**src/rtl/cxapbasyncbridge_cdc_launch_gry_ptr_if.sv**
```systemverilog
// Launch-side bus for the gray pointer CDC block: controls and data in, launched pointers out.
interface cxapbasyncbridge_cdc_launch_gry_ptr_if #(
   parameter int WIDTH  = 4,
   parameter int NUM_CH = 1
);
   logic                      enable;
   logic [NUM_CH-1:0]         inc;
   logic [NUM_CH*WIDTH-1:0]   in_cdc;
   logic                      err_clr;
   logic [NUM_CH*WIDTH-1:0]   out_async;
   logic [NUM_CH*WIDTH-1:0]   bin_ptr;
   logic [NUM_CH-1:0]         gray_err;

   modport master (
      output enable, inc, in_cdc, err_clr,
      input  out_async, bin_ptr, gray_err
   );

   modport slave (
      input  enable, inc, in_cdc, err_clr,
      output out_async, bin_ptr, gray_err
   );
endinterface

```
**src/rtl/cxapbasyncbridge_cdc_launch_gry_ptr.sv**
```systemverilog
// Multi-channel gray-coded pointer launch for the async bridge; one channel slice per lane,
// each with a sticky checker that flags any launched step of more than one bit.
module cxapbasyncbridge_cdc_launch_gry_ptr_ch #(
   parameter int WIDTH = 4,
   parameter int MODE  = 0
) (
   input  logic             clk,
   input  logic             resetn,
   input  logic             enable_i,
   input  logic             inc_i,
   input  logic [WIDTH-1:0] in_cdc_i,
   input  logic             err_clr_i,
   output logic [WIDTH-1:0] out_async_o,
   output logic [WIDTH-1:0] bin_ptr_o,
   output logic             gray_err_o
);
   localparam logic [WIDTH-1:0] ONE = {{(WIDTH-1){1'b0}}, 1'b1};

   logic [WIDTH-1:0] gray_q, gray_d, nxt_gray, diff;
   logic             err_q, err_d, ld, dist_gt1;

   generate
      if (MODE == 0) begin : g_cnt
         logic [WIDTH-1:0] bin_q, bin_d, bin_inc;
         logic             unused_in;

         assign unused_in = ^in_cdc_i;
         assign bin_inc   = bin_q + ONE;
         assign nxt_gray  = bin_inc ^ (bin_inc >> 1);
         assign ld        = enable_i & inc_i;
         assign bin_d     = ld ? bin_inc : bin_q;
         assign bin_ptr_o = bin_q;

         always_ff @(posedge clk or negedge resetn) begin
            if (!resetn) bin_q <= '0;
            else         bin_q <= bin_d;
         end
      end else begin : g_ext
         logic unused_inc;

         assign unused_inc = inc_i;
         assign nxt_gray   = in_cdc_i;
         assign ld         = enable_i;

         // Local-domain binary view; never fed back across the crossing.
         always_comb begin
            bin_ptr_o = '0;
            for (int i = 0; i < WIDTH; i++) bin_ptr_o[i] = ^(gray_q >> i);
         end
      end
   endgenerate

   // More than one bit set <=> clearing the lowest set bit leaves something behind.
   assign diff     = nxt_gray ^ gray_q;
   assign dist_gt1 = |(diff & (diff - ONE));
   assign gray_d   = ld ? nxt_gray : gray_q;
   assign err_d    = (ld & dist_gt1) | (err_q & ~err_clr_i);

   always_ff @(posedge clk or negedge resetn) begin
      if (!resetn) begin
         gray_q <= '0;
         err_q  <= 1'b0;
      end else begin
         gray_q <= gray_d;
         err_q  <= err_d;
      end
   end

   assign out_async_o = gray_q;
   assign gray_err_o  = err_q;
endmodule

module cxapbasyncbridge_cdc_launch_gry_ptr #(
   parameter int WIDTH  = 4,
   parameter int NUM_CH = 1,
   parameter int MODE   = 0
) (
   input  logic clk,
   input  logic resetn,
   cxapbasyncbridge_cdc_launch_gry_ptr_if.slave bus
);
   logic [NUM_CH-1:0][WIDTH-1:0] out_a, bin_a;
   logic [NUM_CH-1:0]            err_a;

   generate
      for (genvar c = 0; c < NUM_CH; c++) begin : g_ch
         cxapbasyncbridge_cdc_launch_gry_ptr_ch #(
            .WIDTH (WIDTH),
            .MODE  (MODE)
         ) u_ch (
            .clk         (clk),
            .resetn      (resetn),
            .enable_i    (bus.enable),
            .inc_i       (bus.inc[c]),
            .in_cdc_i    (bus.in_cdc[c*WIDTH +: WIDTH]),
            .err_clr_i   (bus.err_clr),
            .out_async_o (out_a[c]),
            .bin_ptr_o   (bin_a[c]),
            .gray_err_o  (err_a[c])
         );
      end
   endgenerate

   assign bus.out_async = out_a;
   assign bus.bin_ptr   = bin_a;
   assign bus.gray_err  = err_a;
endmodule

```
**src/flat_wrapper.sv**
```systemverilog
// flat-port wrapper written by rule: the top's interface ports become plain ports
module cxapbasyncbridge_cdc_launch_gry_ptr_flat 
#(
   parameter int WIDTH  = 4,
   parameter int NUM_CH = 1,
   parameter int MODE   = 0
)
  (clk, resetn, bus_enable, bus_inc, bus_in_cdc, bus_err_clr, bus_out_async, bus_bin_ptr, bus_gray_err);
  cxapbasyncbridge_cdc_launch_gry_ptr_if #(.WIDTH(WIDTH), .NUM_CH(NUM_CH)) bus_i ();
  input  logic clk;
  input  logic resetn;
  input wire logic [$bits(bus_i.enable)-1:0] bus_enable;
  input wire logic [$bits(bus_i.inc)-1:0] bus_inc;
  input wire logic [$bits(bus_i.in_cdc)-1:0] bus_in_cdc;
  input wire logic [$bits(bus_i.err_clr)-1:0] bus_err_clr;
  output wire logic [$bits(bus_i.out_async)-1:0] bus_out_async;
  output wire logic [$bits(bus_i.bin_ptr)-1:0] bus_bin_ptr;
  output wire logic [$bits(bus_i.gray_err)-1:0] bus_gray_err;
  assign bus_i.enable = bus_enable;
  assign bus_i.inc = bus_inc;
  assign bus_i.in_cdc = bus_in_cdc;
  assign bus_i.err_clr = bus_err_clr;
  assign bus_out_async = bus_i.out_async;
  assign bus_bin_ptr = bus_i.bin_ptr;
  assign bus_gray_err = bus_i.gray_err;
  cxapbasyncbridge_cdc_launch_gry_ptr #(.WIDTH(WIDTH), .NUM_CH(NUM_CH), .MODE(MODE)) u_core (.clk(clk), .resetn(resetn), .bus(bus_i));
endmodule
```
**config.mk**
```make
export PLATFORM = sky130hd
export DESIGN_NAME = cxapbasyncbridge_cdc_launch_gry_ptr_flat
export DESIGN_NICKNAME = d
export VERILOG_FILES = /design/src/rtl/cxapbasyncbridge_cdc_launch_gry_ptr_if.sv /design/src/rtl/cxapbasyncbridge_cdc_launch_gry_ptr.sv /design/src/flat_wrapper.sv
export SDC_FILE = /design/constraint.sdc
export NUM_CORES = 1
export LEC_CHECK = 0
export CAP_MARGIN = 0
export CORE_UTILIZATION = 35
export DETAILED_ROUTE_END_ITERATION = 12
export PLACE_DENSITY = 0.66
export RECOVER_POWER = 25
export SLEW_MARGIN = 20
export SYNTH_ARGS = -nofsm -noshare
export SYNTH_HDL_FRONTEND = slang
export SYNTH_SLANG_ARGS = --single-unit
```
**constraint.sdc**
```tcl
create_clock -name clk -period 5.4 [get_ports clk]
set_input_delay 0.81 -clock clk [delete_from_list [all_inputs] [get_ports clk]]
set_output_delay 0.81 -clock clk [all_outputs]
set_load 0.02 [all_outputs]
```
==> results.md <==
* Status: completed
* Synth Instances at 41
* GR Util met2 at 20.0%
* Routed wire length at 826 µm
* RSZ-0062 raised after global routing: no
* Hold Crit Start: u_core.g_ch[0].u_ch.out_async_o[1]
* Cell row count at 13
* GRT Overall Usage at 14.3%
* Yosys reg bits at 8
* DP HPWL at 594 µm
* Clock latency on the worst-skew pair at 0.26 ns
* Peak VDD IR at 359 µV
* Drt via density at 4.93
* # DRC at 0
* Dominant cells by area after synthesis: dfrtp_1, xnor3_1, xnor2_1
* CP Launch Point: u_core.g_ch[0].u_ch.bin_ptr_o[0]
* Busiest grt layer: met2
* Core footprint at 1300 µm²
* Register area at 200 µm²
* Clock share of power at 8.8%
* Combinational Power Share at 68.8%
* Worst Path Required at 4.59 ns
* Design area at 637 µm²
* CTS tree: done
* Max cap viols at 0
* Avg Inst Size Synth at 11.8 µm²
* Setup TNS at 0 ns
* Simple-gate share of the synthesized area at 8.01%
* Boundary Pins at 18
* GPL Wtd Cong at 0.751
* Fmax at 0.458 GHz
* Crit path DAT at 1.37 ns
* Clk_skew at 0.00897 ns
* Pin count of the biggest net entering global routing at 10
* Sequential share of the synthesized area at 41.3%
* Mux cell area share after synthesis at 4.39%
* Root Buffer: clkbuf_4
* Initial Util at 37.2%
* Area leader, netlist: dfrtp_1
* Fin crit share at 40.4%
* N_diodes at 0
* Vias at 345
* Crit path time final at 2.18 ns
* Count of cell types in the netlist at 20
* Max Slew Vio Count at 0
* H-tree depth at 1
* Die span in y at 39.2 µm
* Die Span X at 39.2 µm
* YS warnings at 0
* Mapped cell area at 484 µm²
* Setup violations, final at 0
* Post-DRT Antenna Nets at 0
* Synth top area share at 41.3%
* Pre-CTS WS at 3.37 ns
* Filler cell count at 137
* Worst setup margin at 3.22 ns
* Setup bufs post-CTS at 0
* Worst Path Buf+Inv at 1
* Power Internal at 0.333 mW
* Slew margin rel. at 73.8%
* PostCTS Resize Cnt at 0
* Syn nets at 51
* Hold Buf Count CTS at 0
* Leak at 0.294 nW
* Critical path class: flop to output pin
* Area post-placement at 614 µm²
* Sw power at 0.213 mW
* Slowest CP cell: clkdlybuf4s50_1
* Number of DRC markers in iteration 0 at 1
* Synth Area in XOR/XNOR at 28.7%
* WL/cell at 11.8 µm
* Tightest Pin Transition at 0.392 ns
* GR Util met1 at 18.8%
* Total CTS buffers at 3
* Multi-input logic area at 258 µm²
* GRT met3 Usage at 5.20%
* Crit end category: output pin
* Pre-Repair DR Iteration Count at 2
* Worst hold path class: flop to flop
* Nets at 67
* Clock sink total at 8
* Sw frac at 39.0%
* CP Launch Type: flop
* Delay-heaviest family, CP: buffers and inverters
* Initial antenna violation count at 0
* Final Hold Fails at 0
* Pwr/cell area at 857 nW/µm²
* Area Growth Syn to Fin at 31.5%
* Layout cells sized above 1 at 7.27%
* First-pass GRT wire length at 1370 µm
* Synth Area in Adders at 2.58%
* Synth Area in Compound Gates at 9.56%
* Clock tree buffer depth at 2
* Grt ovf at 0
* Clk slew on worst S/H paths at 0.05 ns
* Sequential power share at 22.4%
* Worst r2r src: u_core.g_ch[0].u_ch.bin_ptr_o[0]
* Vias in the first global route at 307
* Die area at 1540 µm²
* CP Cell Sequence: clkdlybuf4s50_1
* Largest family of logic cells by synthesized area: XOR/XNOR gates
* Peak fanout along the critical path at 7
* Port-buffer cells at 13
* CP max stage delay at 0.65 ns
layout make-up:
cell class | count | area share [%]
Multi-Input combinational cell | 29 | 40.5
Inverter | 2 | 1.18
Clock buffer | 3 | 3.54
Tap cell | 15 | 2.95
Sequential cell | 8 | 31.4
Timing Repair Buffer | 13 | 20.4
cell usage in the layout, fill, tap and decap left out, types with 2 or more instances in the layout:
master and n:
xor2_1 3, nand2_1 4, xnor3_1 2, clkdlybuf4s50_1 12
dfrtp_1 8, xnor2_1 5, and3_1 2, inv_1 2
o21ai_1 3, clkbuf_4 3
state kept, by name, indices dropped and copies added, names as in the netlist:
register	count
u_core.g_ch.u_ch.bin_ptr_o	3
u_core.g_ch.u_ch.gray_err_o	1
u_core.g_ch.u_ch.out_async_o	4
final timing paths:
kind	end	slack [ns]	cells after the start
worst min register to register	u_core.g_ch[0].u_ch.out_async_o[1]	0.51	2
worst min-delay path	u_core.g_ch[0].u_ch.out_async_o[1]	0.51	2
max in group asynchronous	u_core.g_ch[0].u_ch.out_async_o[0]	4.21	1
worst max-delay path	bus_bin_ptr[0]	3.22	1
worst max register to register	u_core.g_ch[0].u_ch.gray_err_o	3.44	5
min in group asynchronous	u_core.g_ch[0].u_ch.bin_ptr_o[2]	0.90	1
cells in the mapped netlist:
cell and count:
a21bo_2 1, a21boi_1 1, a21oi_1 1, and3_1 2, buf_4 1, buf_6 1
dfrtp_1 8, ha_1 1, inv_1 2, mux2_1 1, mux2i_1 1, nand2_1 4
nand3_1 1, nor2b_1 1, o21ai_1 3, o32ai_1 1, xnor2_1 5, xnor3_1 2
xor2_1 3, xor3_1 1
power by group through the flow:
stage | Sequential, mW | Combinational [mW] | Clock (mW)
2_1_floorplan | 0.155 | 0.264 | 0
3_3_place_gp | 0.122 | 0.372 | 0
3_5_place_dp | 0.123 | 0.375 | 0
4_1_cts | 0.123 | 0.379 | 0.0496
5_1_grt | 0.127 | 0.402 | 0.0513
6_report | 0.123 | 0.375 | 0.0479
layer usage:
metal | up-vias | routed length, µm
met4 | 0 | 13
li1 | 172 | -
met3 | 2 | 36
met5 | - | 0
met1 | 160 | 402
met2 | 11 | 374
metrics by stage:
| stage | utilization [%] | instances | hold slack [ns] | total power, mW |
|---|---|---|---|---|
| 3_5_place_dp | 47.2 | 67 | 0.508 | 0.498 |
| 6_report | 48.9 | 70 | 0.508 | 0.546 |
| 4_1_cts | 48.9 | 70 | 0.520 | 0.551 |
| 3_3_place_gp | 47.2 | 67 | 0.496 | 0.493 |
| 2_1_floorplan | - | 41 | 0.514 | 0.418 |
| 5_1_grt | 48.9 | 70 | 0.531 | 0.581 |
kinds of logic (layout without fill, tap and decap cells):
| kind of cell | after synthesis | count (layout) |
|---|---|---|
| multiplexers | 2 | 2 |
| XOR/XNOR | 11 | 11 |
| buffers and inverters | 4 | 18 |
| AND/OR/NAND/NOR | 8 | 8 |
| AO/OA/AOI/OAI | 7 | 7 |
| flip-flops | 8 | 8 |
| adder cells (fa/ha/maj) | 1 | 1 |
Note: power is estimated with default switching activity, not from simulation.
